`src/rtl/uart_define_pkg.sv`:
```
// Shared UART definitions: register map, CTRL bits,
// and baud_ctrl state encoding.
package uart_define;

  localparam logic [1:0] ADDR_DLL  = 2'd0;
  localparam logic [1:0] ADDR_DLM  = 2'd1;
  localparam logic [1:0] ADDR_CTRL = 2'd2;

  localparam int CTRL_EN_BIT     = 0;
  localparam int CTRL_COMMIT_BIT = 1;

  typedef enum logic [1:0] {
    ST_IDLE      = 2'd0,
    ST_WAIT_IDLE = 2'd1,
    ST_GATE      = 2'd2,
    ST_LOAD      = 2'd3
  } state_e;

endpackage

```
`src/rtl/baud_ctrl.sv`:
```
// Baud generator config controller: shadows the divisor and
// swaps it in only once TX/RX are idle, gating the generator.
module baud_ctrl
  import uart_define::*;
#(
  parameter int              DIV_W     = 16,
  parameter logic [DIV_W-1:0] RESET_DIV = 16'd26,
  parameter int              QUIET_CYC = 4,
  parameter int              WAIT_MAX  = 1023
) (
  input  logic             clk,
  input  logic             rst_n,
  input  logic             wr_en,
  input  logic [1:0]       wr_addr,
  input  logic [7:0]       wr_data,
  input  logic             tx_busy,
  input  logic             rx_busy,
  output logic             baud_en,
  output logic [DIV_W-1:0] divisor,
  output logic             gen_rst_n,
  output logic             cfg_busy,
  output logic             cfg_done,
  output logic             cfg_err,
  output logic             cfg_forced
);

  localparam int WCW = $clog2(WAIT_MAX + 1);
  localparam int QCW = $clog2(QUIET_CYC + 1);
  localparam logic [WCW-1:0] WAIT_LAST  = WCW'(WAIT_MAX - 1);
  localparam logic [QCW-1:0] QUIET_LAST = QCW'(QUIET_CYC - 1);

  state_e           state_q, state_d;
  logic [DIV_W-1:0] shadow_q, shadow_d;
  logic [DIV_W-1:0] divisor_q, divisor_d;
  logic [WCW-1:0]   wait_cnt_q, wait_cnt_d;
  logic [QCW-1:0]   quiet_q, quiet_d;
  logic             en_bit_q, en_bit_d;
  logic             baud_en_q, baud_en_d;
  logic             gen_rst_n_q, gen_rst_n_d;
  logic             cfg_busy_q, cfg_busy_d;
  logic             cfg_done_q, cfg_done_d;
  logic             cfg_err_q, cfg_err_d;
  logic             cfg_forced_q, cfg_forced_d;
  logic             err_pend_q, err_pend_d;

  always_comb begin
    state_d      = state_q;
    shadow_d     = shadow_q;
    divisor_d    = divisor_q;
    wait_cnt_d   = wait_cnt_q;
    quiet_d      = quiet_q;
    en_bit_d     = en_bit_q;
    baud_en_d    = baud_en_q;
    gen_rst_n_d  = 1'b1;
    cfg_done_d   = 1'b0;
    cfg_err_d    = err_pend_q;
    cfg_forced_d = cfg_forced_q;
    err_pend_d   = 1'b0;

    unique case (state_q)
      ST_IDLE: begin
        if (wr_en) begin
          unique case (wr_addr)
            ADDR_DLL: shadow_d[7:0] = wr_data;
            ADDR_DLM: shadow_d[DIV_W-1:8] = wr_data[DIV_W-9:0];
            ADDR_CTRL: begin
              if (!wr_data[CTRL_COMMIT_BIT]) begin
                en_bit_d  = wr_data[CTRL_EN_BIT];
                baud_en_d = wr_data[CTRL_EN_BIT];
              end else if (shadow_q == '0) begin
                cfg_err_d = 1'b1;
              end else begin
                en_bit_d     = wr_data[CTRL_EN_BIT];
                cfg_forced_d = 1'b0;
                wait_cnt_d   = '0;
                state_d      = ST_WAIT_IDLE;
              end
            end
            default: ;
          endcase
        end
      end
      ST_WAIT_IDLE: begin
        if (wr_en) cfg_err_d = 1'b1;
        // Idle peers win over a coincident timeout
        if (!tx_busy && !rx_busy) begin
          state_d   = ST_GATE;
          baud_en_d = 1'b0;
          quiet_d   = QUIET_LAST;
        end else if (wait_cnt_q == WAIT_LAST) begin
          state_d      = ST_GATE;
          baud_en_d    = 1'b0;
          quiet_d      = QUIET_LAST;
          cfg_forced_d = 1'b1;
        end else begin
          wait_cnt_d = wait_cnt_q + WCW'(1);
        end
      end
      ST_GATE: begin
        if (wr_en) cfg_err_d = 1'b1;
        baud_en_d = 1'b0;
        if (quiet_q == '0) begin
          state_d     = ST_LOAD;
          divisor_d   = shadow_q;
          gen_rst_n_d = 1'b0;
        end else begin
          quiet_d = quiet_q - QCW'(1);
        end
      end
      ST_LOAD: begin
        // Defer the error one cycle so it never overlaps done
        if (wr_en) err_pend_d = 1'b1;
        state_d    = ST_IDLE;
        baud_en_d  = en_bit_q;
        cfg_done_d = 1'b1;
      end
    endcase

    cfg_busy_d = (state_d != ST_IDLE);
  end

  always_ff @(posedge clk) begin
    if (!rst_n) begin
      state_q      <= ST_IDLE;
      shadow_q     <= RESET_DIV;
      divisor_q    <= RESET_DIV;
      wait_cnt_q   <= '0;
      quiet_q      <= '0;
      en_bit_q     <= 1'b0;
      baud_en_q    <= 1'b0;
      gen_rst_n_q  <= 1'b1;
      cfg_busy_q   <= 1'b0;
      cfg_done_q   <= 1'b0;
      cfg_err_q    <= 1'b0;
      cfg_forced_q <= 1'b0;
      err_pend_q   <= 1'b0;
    end else begin
      state_q      <= state_d;
      shadow_q     <= shadow_d;
      divisor_q    <= divisor_d;
      wait_cnt_q   <= wait_cnt_d;
      quiet_q      <= quiet_d;
      en_bit_q     <= en_bit_d;
      baud_en_q    <= baud_en_d;
      gen_rst_n_q  <= gen_rst_n_d;
      cfg_busy_q   <= cfg_busy_d;
      cfg_done_q   <= cfg_done_d;
      cfg_err_q    <= cfg_err_d;
      cfg_forced_q <= cfg_forced_d;
      err_pend_q   <= err_pend_d;
    end
  end

  assign baud_en    = baud_en_q;
  assign divisor    = divisor_q;
  assign gen_rst_n  = gen_rst_n_q;
  assign cfg_busy   = cfg_busy_q;
  assign cfg_done   = cfg_done_q;
  assign cfg_err    = cfg_err_q;
  assign cfg_forced = cfg_forced_q;

endmodule
```
`config.mk`:
```
export PLATFORM = sky130hd
export DESIGN_NAME = baud_ctrl
export DESIGN_NICKNAME = d
export VERILOG_FILES = /design/src/rtl/uart_define_pkg.sv /design/src/rtl/baud_ctrl.sv
export SDC_FILE = /design/constraint.sdc
export NUM_CORES = 1
export LEC_CHECK = 0
export ABC_AREA = 1
export CAP_MARGIN = 20
export CORE_MARGIN = 2
export CORE_UTILIZATION = 54
export DETAILED_ROUTE_END_ITERATION = 10
export PLACE_DENSITY = 0.84
export SYNTH_ARGS = -nofsm -noshare
export SYNTH_HDL_FRONTEND = slang
export SYNTH_SLANG_ARGS = --single-unit
```
`constraint.sdc`:
```
create_clock -name clk -period 2 [get_ports clk]
set_input_delay 0.2 -clock clk [delete_from_list [all_inputs] [get_ports clk]]
set_output_delay 0.2 -clock clk [all_outputs]
set_load 0.02 [all_outputs]
```
# Word-level counts from Yosys, hierarchy flattened

Cells that the tools add are included.

Flip-flop bits (word level): 55
Output and inout port bits: 22

$add $sub $neg: 2
Equal/unequal tests: 17
Muxes and demuxes: 43
Reductions and logical operators: 21

Operators by type and width:

| operator                                            | number |
|---|---|
| 2-to-1 mux 10 bit                                   | 6 |
| 2-to-1 mux 1 bit                                    | 21 |
| one-hot mux 10 bit (2 select lines)                 | 1 |
| != test 2 bit, second input constant                | 9 |
| zero test 16 bit                                    | 1 |
| 2-to-1 mux 2 bit                                    | 7 |
| AND reduction 7 bit                                 | 2 |
| adder 10 x 1 -> 10 bit, second input constant       | 1 |
| equality test 10 bit, second input constant         | 1 |
| 2-to-1 mux 3 bit                                    | 3 |
| AND reduction 3 bit                                 | 3 |
| one-hot mux 2 bit (4 select lines)                  | 1 |
| AND reduction 4 bit                                 | 2 |
| equality test 2 bit, second input constant          | 3 |
| one-hot mux 3 bit (2 select lines)                  | 1 |
| AND reduction 2 bit                                 | 3 |
| nonzero test 2 bit                                  | 3 |
| equality test 2 x 1 -> 1 bit, second input constant | 2 |
| zero test 2 bit                                     | 2 |
| one-hot mux 1 bit (2 select lines)                  | 2 |
| one-hot mux 1 bit (4 select lines)                  | 1 |
| zero test 3 bit                                     | 1 |
| != test 3 bit, second input constant                | 1 |
| subtractor 3 x 1 -> 3 bit, second input constant    | 1 |
| 4 further kinds                                     | 5 |

# Logic depth before layout (Yosys ltp)

Gate-level depths: netlist (run 1).

Depth in word-level cells: 7
Gate-level depth with buffers: 11
Depth with buffers taken out: 11

# Worst setup path after synthesis (run 1)

No wires, ideal clock.

Path type: register to register
From: register state_q[0]
To: register wait_cnt_q[1]
Setup time: 0.128 ns
Arrival: 1.404 ns
Data required time: 1.872 ns
Slack: 0.468 ns
Stages on the path, launching flop included: 11
Path buffers: 2
Cell sequence: dfxtp_1 inv_1 ha_1 buf_2 inv_1 o21bai_4 nor2_4 buf_6 nand3_1 nand2_1 nor2_1

Word-level cells in the longest chain between the ends: 3
Elaborated cells on any way between the ends: 11

Ends and longest elaborated chain:

| element                                                         | line             | source |
|---|---|---|
| from (decl)                                                     | baud_ctrl.sv:32  | `state_e state_q, state_d;` |
| from (signal assigned)                                          | baud_ctrl.sv:138 | `state_q <= state_d;` |
| equality test 2 x 1 -> 1 bit or zero test 2 bit (tied branches) | baud_ctrl.sv:60  | `unique case (state_q)` |
| != test 2 bit (no source line), or another cell as far along    | n/a              |  |
| AND reduction 7 bit (no source line)                            | n/a              |  |
| to (signal assigned)                                            | baud_ctrl.sv:141 | `wait_cnt_q <= wait_cnt_d;` |
| to (decl)                                                       | baud_ctrl.sv:35  | `logic [WCW-1:0] wait_cnt_q, wait_cnt_d;` |

Several ways; a longest one is shown, not always the timed one.
A chain may end at the register's enable or synchronous reset.

# Final worst setup path (run 1)

Same ends and word-level chain as after synthesis.

==> flow_summary.toml, run 1 <==
[outcome]
status = "finished clean"

[logic_synthesis]
yosysTopAreaCell = "dfxtp_1"
syn_area_um2 = 2580
synth_top_area_share_pct = 42.6
yosys-top-cells-area = "dfxtp_1 43%, nand2_1 10%, nor2_1 9.9%, o21ai_0 7.0%, nand3_1 6.2%"
avgSynthCellArea_um2 = 7.04
synthCells = 367
ys_seq_elements = 55
ys_warn_count = 0
synth.distinct_cells = 30
seq_area_frac_synth_pct = 42.6
synth_fp_nets = 390

[setup_path]
end_kind = "register"
worstPathArrival_ps = 2050
rr_worst_depth = 9
crit_path_start_kind = "register"
startpoint = "state_q[0]"
critPathMaxFanout = 11
cp_data_required_time_ps = 2240
worstSetupPathType = "reg2reg"
r2r_slack_ps = 190
r2r-start = "state_q[0]"
r2r-end = "wait_cnt_q[1]"

[finish]
area_delta_synth_final_pct = 20.9
antenna_cells = 0
final_cell_mix = "70 x nand2_1, 68 x nor2_1, 55 x dfxtp_1"
fin_util_pct = 67.0
final_nets = 427
drive_gt1_share_pct = 6.67
final_common_cell = "nand2_1"

[clock_network]
cts-resized-gates = 0
numCtsBuffers = 5
cts_max_level = 2
cts_tree = "done"
clkTransAtPathRegs_ps = 90
cts.sinks = 55
ctsHoldBuffers = 0
clk_latency_ps = 310
cts_setup_buffers = 0
cts.path.max_buffers = 2
root_buffer = "clkbuf_8"

[sta]
slew_violations = 0
hold_viol = 0
tns_ps = 0
max_freq_mhz = 553
tightest_slew_ps = 454
min_period_over_period_pct = 90.4
finalSetupViolCount = 0
maxSlewHeadroom_pct = 69.7
grt_setup_unrepaired = "no"
post-route-min-period_ps = 1810
clock-skew-final_ps = 5.53

[grt]
grt_usage_pct = 23.2
grt_pass1_wl_um = 9840
antenna_found_initial = 0
grt_pass1_vias = 2332
grt_overflow = 0
grt_max_degree = 34

[place]
dp_hpwl_um = 4180
io_buffers = 36
gp_congestion = 0.941

[worst_hold_path]
timing.hold.worst.start = "en_bit_q"
hold_path_depth = 2
hold_class = "reg2reg"
min_to = "en_bit_q"

[routing]
drtAntennaViolNets = 0
wl_um = 5750
wl_per_cell_um = 12.5
vias_per_cell = 5.39
vias = 2476
drtIter0Drc = 253
dr.pass1.iters = 4
post-route-drc-count = 0

[floorplan]
io_pins = 37
rows = 25
core_area_um2 = 4660
dieArea_um2 = 5350
die_x_um = 73.2
initial_core_util_pct = 55.4
die-height_um = 73.2

[power_and_ir_drop]
irDropWorstVdd_mv = 0.483
powerDensity_nw_per_um2 = 867
power_leakage_nw = 1.33

[run]
drv_cap = 0
kinds of logic (layout without fill, tap and decap cells):
group / Yosys count / after routing / synth area share [%]
and+or+nand+nor: 188 / 188 / 31.8
xor gates and xnor gates: 2 / 2 / 0.678
buffers and inverters: 49 / 87 / 7.84
AOI/OAI and AO/OA: 65 / 65 / 13.2
DFF: 55 / 55 / 42.6
adders and majority gates: 8 / 8 / 3.87
cell usage after synthesis:
library cell  instances
buf_4                 2
ha_1                  8
inv_1                35
o21ai_1               1
or2_2                 1
nor3_2                1
nor3_1                1
o21bai_4              1
nand3_1              32
nand3b_1              2
xnor2_1               1
nand2_2               2
nor2_1               68
nor2_2                2
a21oi_1              26
xor2_1                1
nand4_1               4
inv_2                 2
nand3_2               1
nand2_4               1
o21ai_0              36
clkbuf_1              6
buf_6                 1
o211ai_1              1
nor3b_1               1
nand2_1              70
buf_2                 3
nor3_4                1
dfxtp_1              55
nor2_4                1
critical path, stage by stage, from the launching register on:
cell and delay, ps:
dfxtp_1 410, inv_1 110, ha_1 310, inv_1 190, o21bai_4 100, nor2_4 260
nand2_4 140, nand2_1 90, nand2_1 50, nor2_1 80
registers in the layout (all words and copies together), names as in the netlist, 2 cells and up:
name and flops:
state_q 2, divisor 16, quiet_q 3, wait_cnt_q 10, shadow_q 16
power breakdown:
part	switching (W)	total, W	internal [W]	leakage [nW]
combinational	0.000429	0.000693	0.000264	0.823
clock	0.000354	0.000759	0.000405	0.0612
sequential	0.0000667	0.00126	0.00119	0.446
total	0.000849	0.00271	0.00186	1.33
metal layers:
layer  share of wire [%]  vias up  global-route usage, %
met5                   0        -                      0
met4                 1.4        0                   7.00
met3                 5.7        9                   4.28
met2                  50       70                   41.3
met1                  43     1151                   28.0
li1                    -     1246                      -
per-stage QoR:
| stage | instances | power, W | area (µm²) | hold WS (ps) | worst slack [ps] |
|---|---|---|---|---|---|
| final | 459 | 0.00271 | 3120 | 467 | 192 |
| after global routing | 459 | 0.00285 | 3120 | 491 | 22.5 |
| after CTS | 459 | 0.00272 | 3120 | 471 | 193 |
| after detailed placement | 451 | 0.00197 | 3010 | 450 | 173 |
| after global placement | 451 | 0.00194 | 3010 | 443 | 248 |
| after floorplan | 367 | 0.00177 | 2580 | 326 | 468 |
area by class of cell:
cell class / instances / area (µm²)
Fill cell: 401 / 1540
Tap cell: 54 / 67.6
Multi-Input combinational cell: 263 / 1280
Clock inverter: 2 / 35.0
Inverter: 37 / 139
Clock buffer: 6 / 82.6
Timing Repair Buffer: 42 / 418
Sequential cell: 55 / 1100
how the worst max path moves through the flow:
stage	cells past startpoint	end
2_1_floorplan	10	wait_cnt_q[1]
3_3_place_gp	8	wait_cnt_q[9]
3_5_place_dp	9	wait_cnt_q[1]
4_1_cts	9	wait_cnt_q[1]
5_1_grt	9	wait_cnt_q[1]
6_report	9	wait_cnt_q[1]
(Power assumes the default switching activity.)
==> run 2: changes to the inputs <==
--- a/config.mk
+++ b/config.mk
@@ -8,9 +8,9 @@
 export ABC_AREA = 1
 export CAP_MARGIN = 20
 export CORE_MARGIN = 2
-export CORE_UTILIZATION = 54
+export CORE_UTILIZATION = 35
 export DETAILED_ROUTE_END_ITERATION = 10
-export PLACE_DENSITY = 0.84
+export PLACE_DENSITY = 0.6
 export SYNTH_ARGS = -nofsm -noshare
 export SYNTH_HDL_FRONTEND = slang
 export SYNTH_SLANG_ARGS = --single-unit
==> flow_summary.toml, run 2 (same netlist as run 1, synthesis figures left out) <==
[setup_path]
worst-path-buf-inv = 2
cp_data_required_time_ps = 2180
worstSetupPathType = "reg2reg"
end_kind = "register"
worstPathArrival_ps = 2010
path_cells = "inv_1 > ha_1 > inv_1 > o21bai_4 > nor2_4 > nand2_4 > nand2_1 > a21oi_1"
critPathMaxFanout = 11
crit_path_start_kind = "register"
cpLargestDelayFamily = "simple AND/OR/NAND/NOR gates"
slowest_stage = "dfxtp_1"
slowest_delay_ps = 400
path_common_cell = "inv_1"

[routing]
drtAntennaViolNets = 0
dr.pass1.iters = 4
drtIter0Drc = 119
wl_per_cell_um = 11.9
wl_um = 5990
vias_per_cell = 4.82
vias = 2427
post-route-drc-count = 0

[grt]
grt_max_degree = 34
grt_pass1_vias = 2245
grt_overflow = 0
grt_usage_pct = 15.0
antenna_found_initial = 0
grt_pass1_wl_um = 10200

[finish]
area_delta_synth_final_pct = 23.0
fin_util_pct = 44.1
final_common_cell = "nand2_1"
n_fill_cell = 770
drive_gt1_share_pct = 6.67
antenna_cells = 0
fin_cells = 504
final_nets = 427
final_cell_mix = "70 x nand2_1, 68 x nor2_1, 55 x dfxtp_1"

[sta]
slew_violations = 0
clock-skew-final_ps = 15.0
hold_viol = 0
post-route-min-period_ps = 1830
max_freq_mhz = 547
finalSetupViolCount = 0
tns_ps = 0
tightest_slew_ps = 484
maxSlewHeadroom_pct = 67.7
min_period_over_period_pct = 91.4
grt_setup_unrepaired = "no"

[floorplan]
dieArea_um2 = 8090
io_pins = 37
die_x_um = 89.9
rows = 31
initial_core_util_pct = 35.8
die-height_um = 89.9
core_area_um2 = 7210

[place]
dp_hpwl_um = 4440
dp.cells = 496
gp_congestion = 0.867
io_buffers = 36

[clock_network]
cts_max_level = 2
cts.sinks = 55
cts-resized-gates = 0
numCtsBuffers = 5
cts_tree = "done"
cts.path.max_buffers = 2
cts_setup_buffers = 0
clk_latency_ps = 310
ctsHoldBuffers = 0
clkTransAtPathRegs_ps = 110
root_buffer = "clkbuf_8"

[power_and_ir_drop]
powerDensity_nw_per_um2 = 856
irDropWorstVdd_mv = 0.364
power_leakage_nw = 1.33
power_w = 0.00272

[outcome]
status = "finished clean"

[run]
drv_cap = 0

[worst_hold_path]
hold_class = "reg2reg"
==> run 2: worst paths after layout <==
path / startpoint / end / slack (ps) / depth (start not counted)
setup reg to reg: state_q[0] / wait_cnt_q[9] / 170 / 8
hold / removal: cfg_forced / cfg_forced / 460 / 2
setup / recovery: state_q[0] / wait_cnt_q[9] / 170 / 8
hold reg to reg: cfg_forced / cfg_forced / 460 / 2
==> run 2: stage by stage <==
stage	hold WS (ps)	setup slack (ps)	cell area, µm²
final	456	173	3180
after global placement	440	165	3060
after detailed placement	444	139	3060
after CTS	460	188	3180
after global routing	490	8.36	3180
after floorplan	326	468	2580
==> run 2: routing by layer <==
metal | share of wire [%] | wire length [µm] | global-route usage [%] | up-vias
li1 | - | - | - | 1251
met1 | 48 | 2860 | 19.5 | 1123
met2 | 47 | 2830 | 25.6 | 51
met3 | 4.6 | 278 | 3.52 | 2
met4 | 0.38 | 23 | 3.08 | 0
met5 | 0 | 0 | 0 | -
==> run 2: layout make-up <==
cell class	instances	area, µm²	share of cell area [%]
inverters	37	139	4.37
clock buffers	5	68.8	2.17
repair buffers	42	418	13.1
flip-flops and latches	55	1100	34.6
multi-input cells	263	1280	40.3
well taps	99	124	3.90
clock inverters	3	47.5	1.50
==> run 2: worst min-delay path, delay by kind of cell, from the launching register on <==
family | cells | cell delay (ps)
AOI/OAI and AO/OA | 1 | 50
DFF | 1 | 320
buffers and inverters | 1 | 50
==> run 2: where the power goes <==
part           switching, W  internal (W)  leakage, nW
sequential        0.0000643       0.00119        0.446
clock              0.000384      0.000380       0.0587
combinational      0.000439      0.000264        0.823
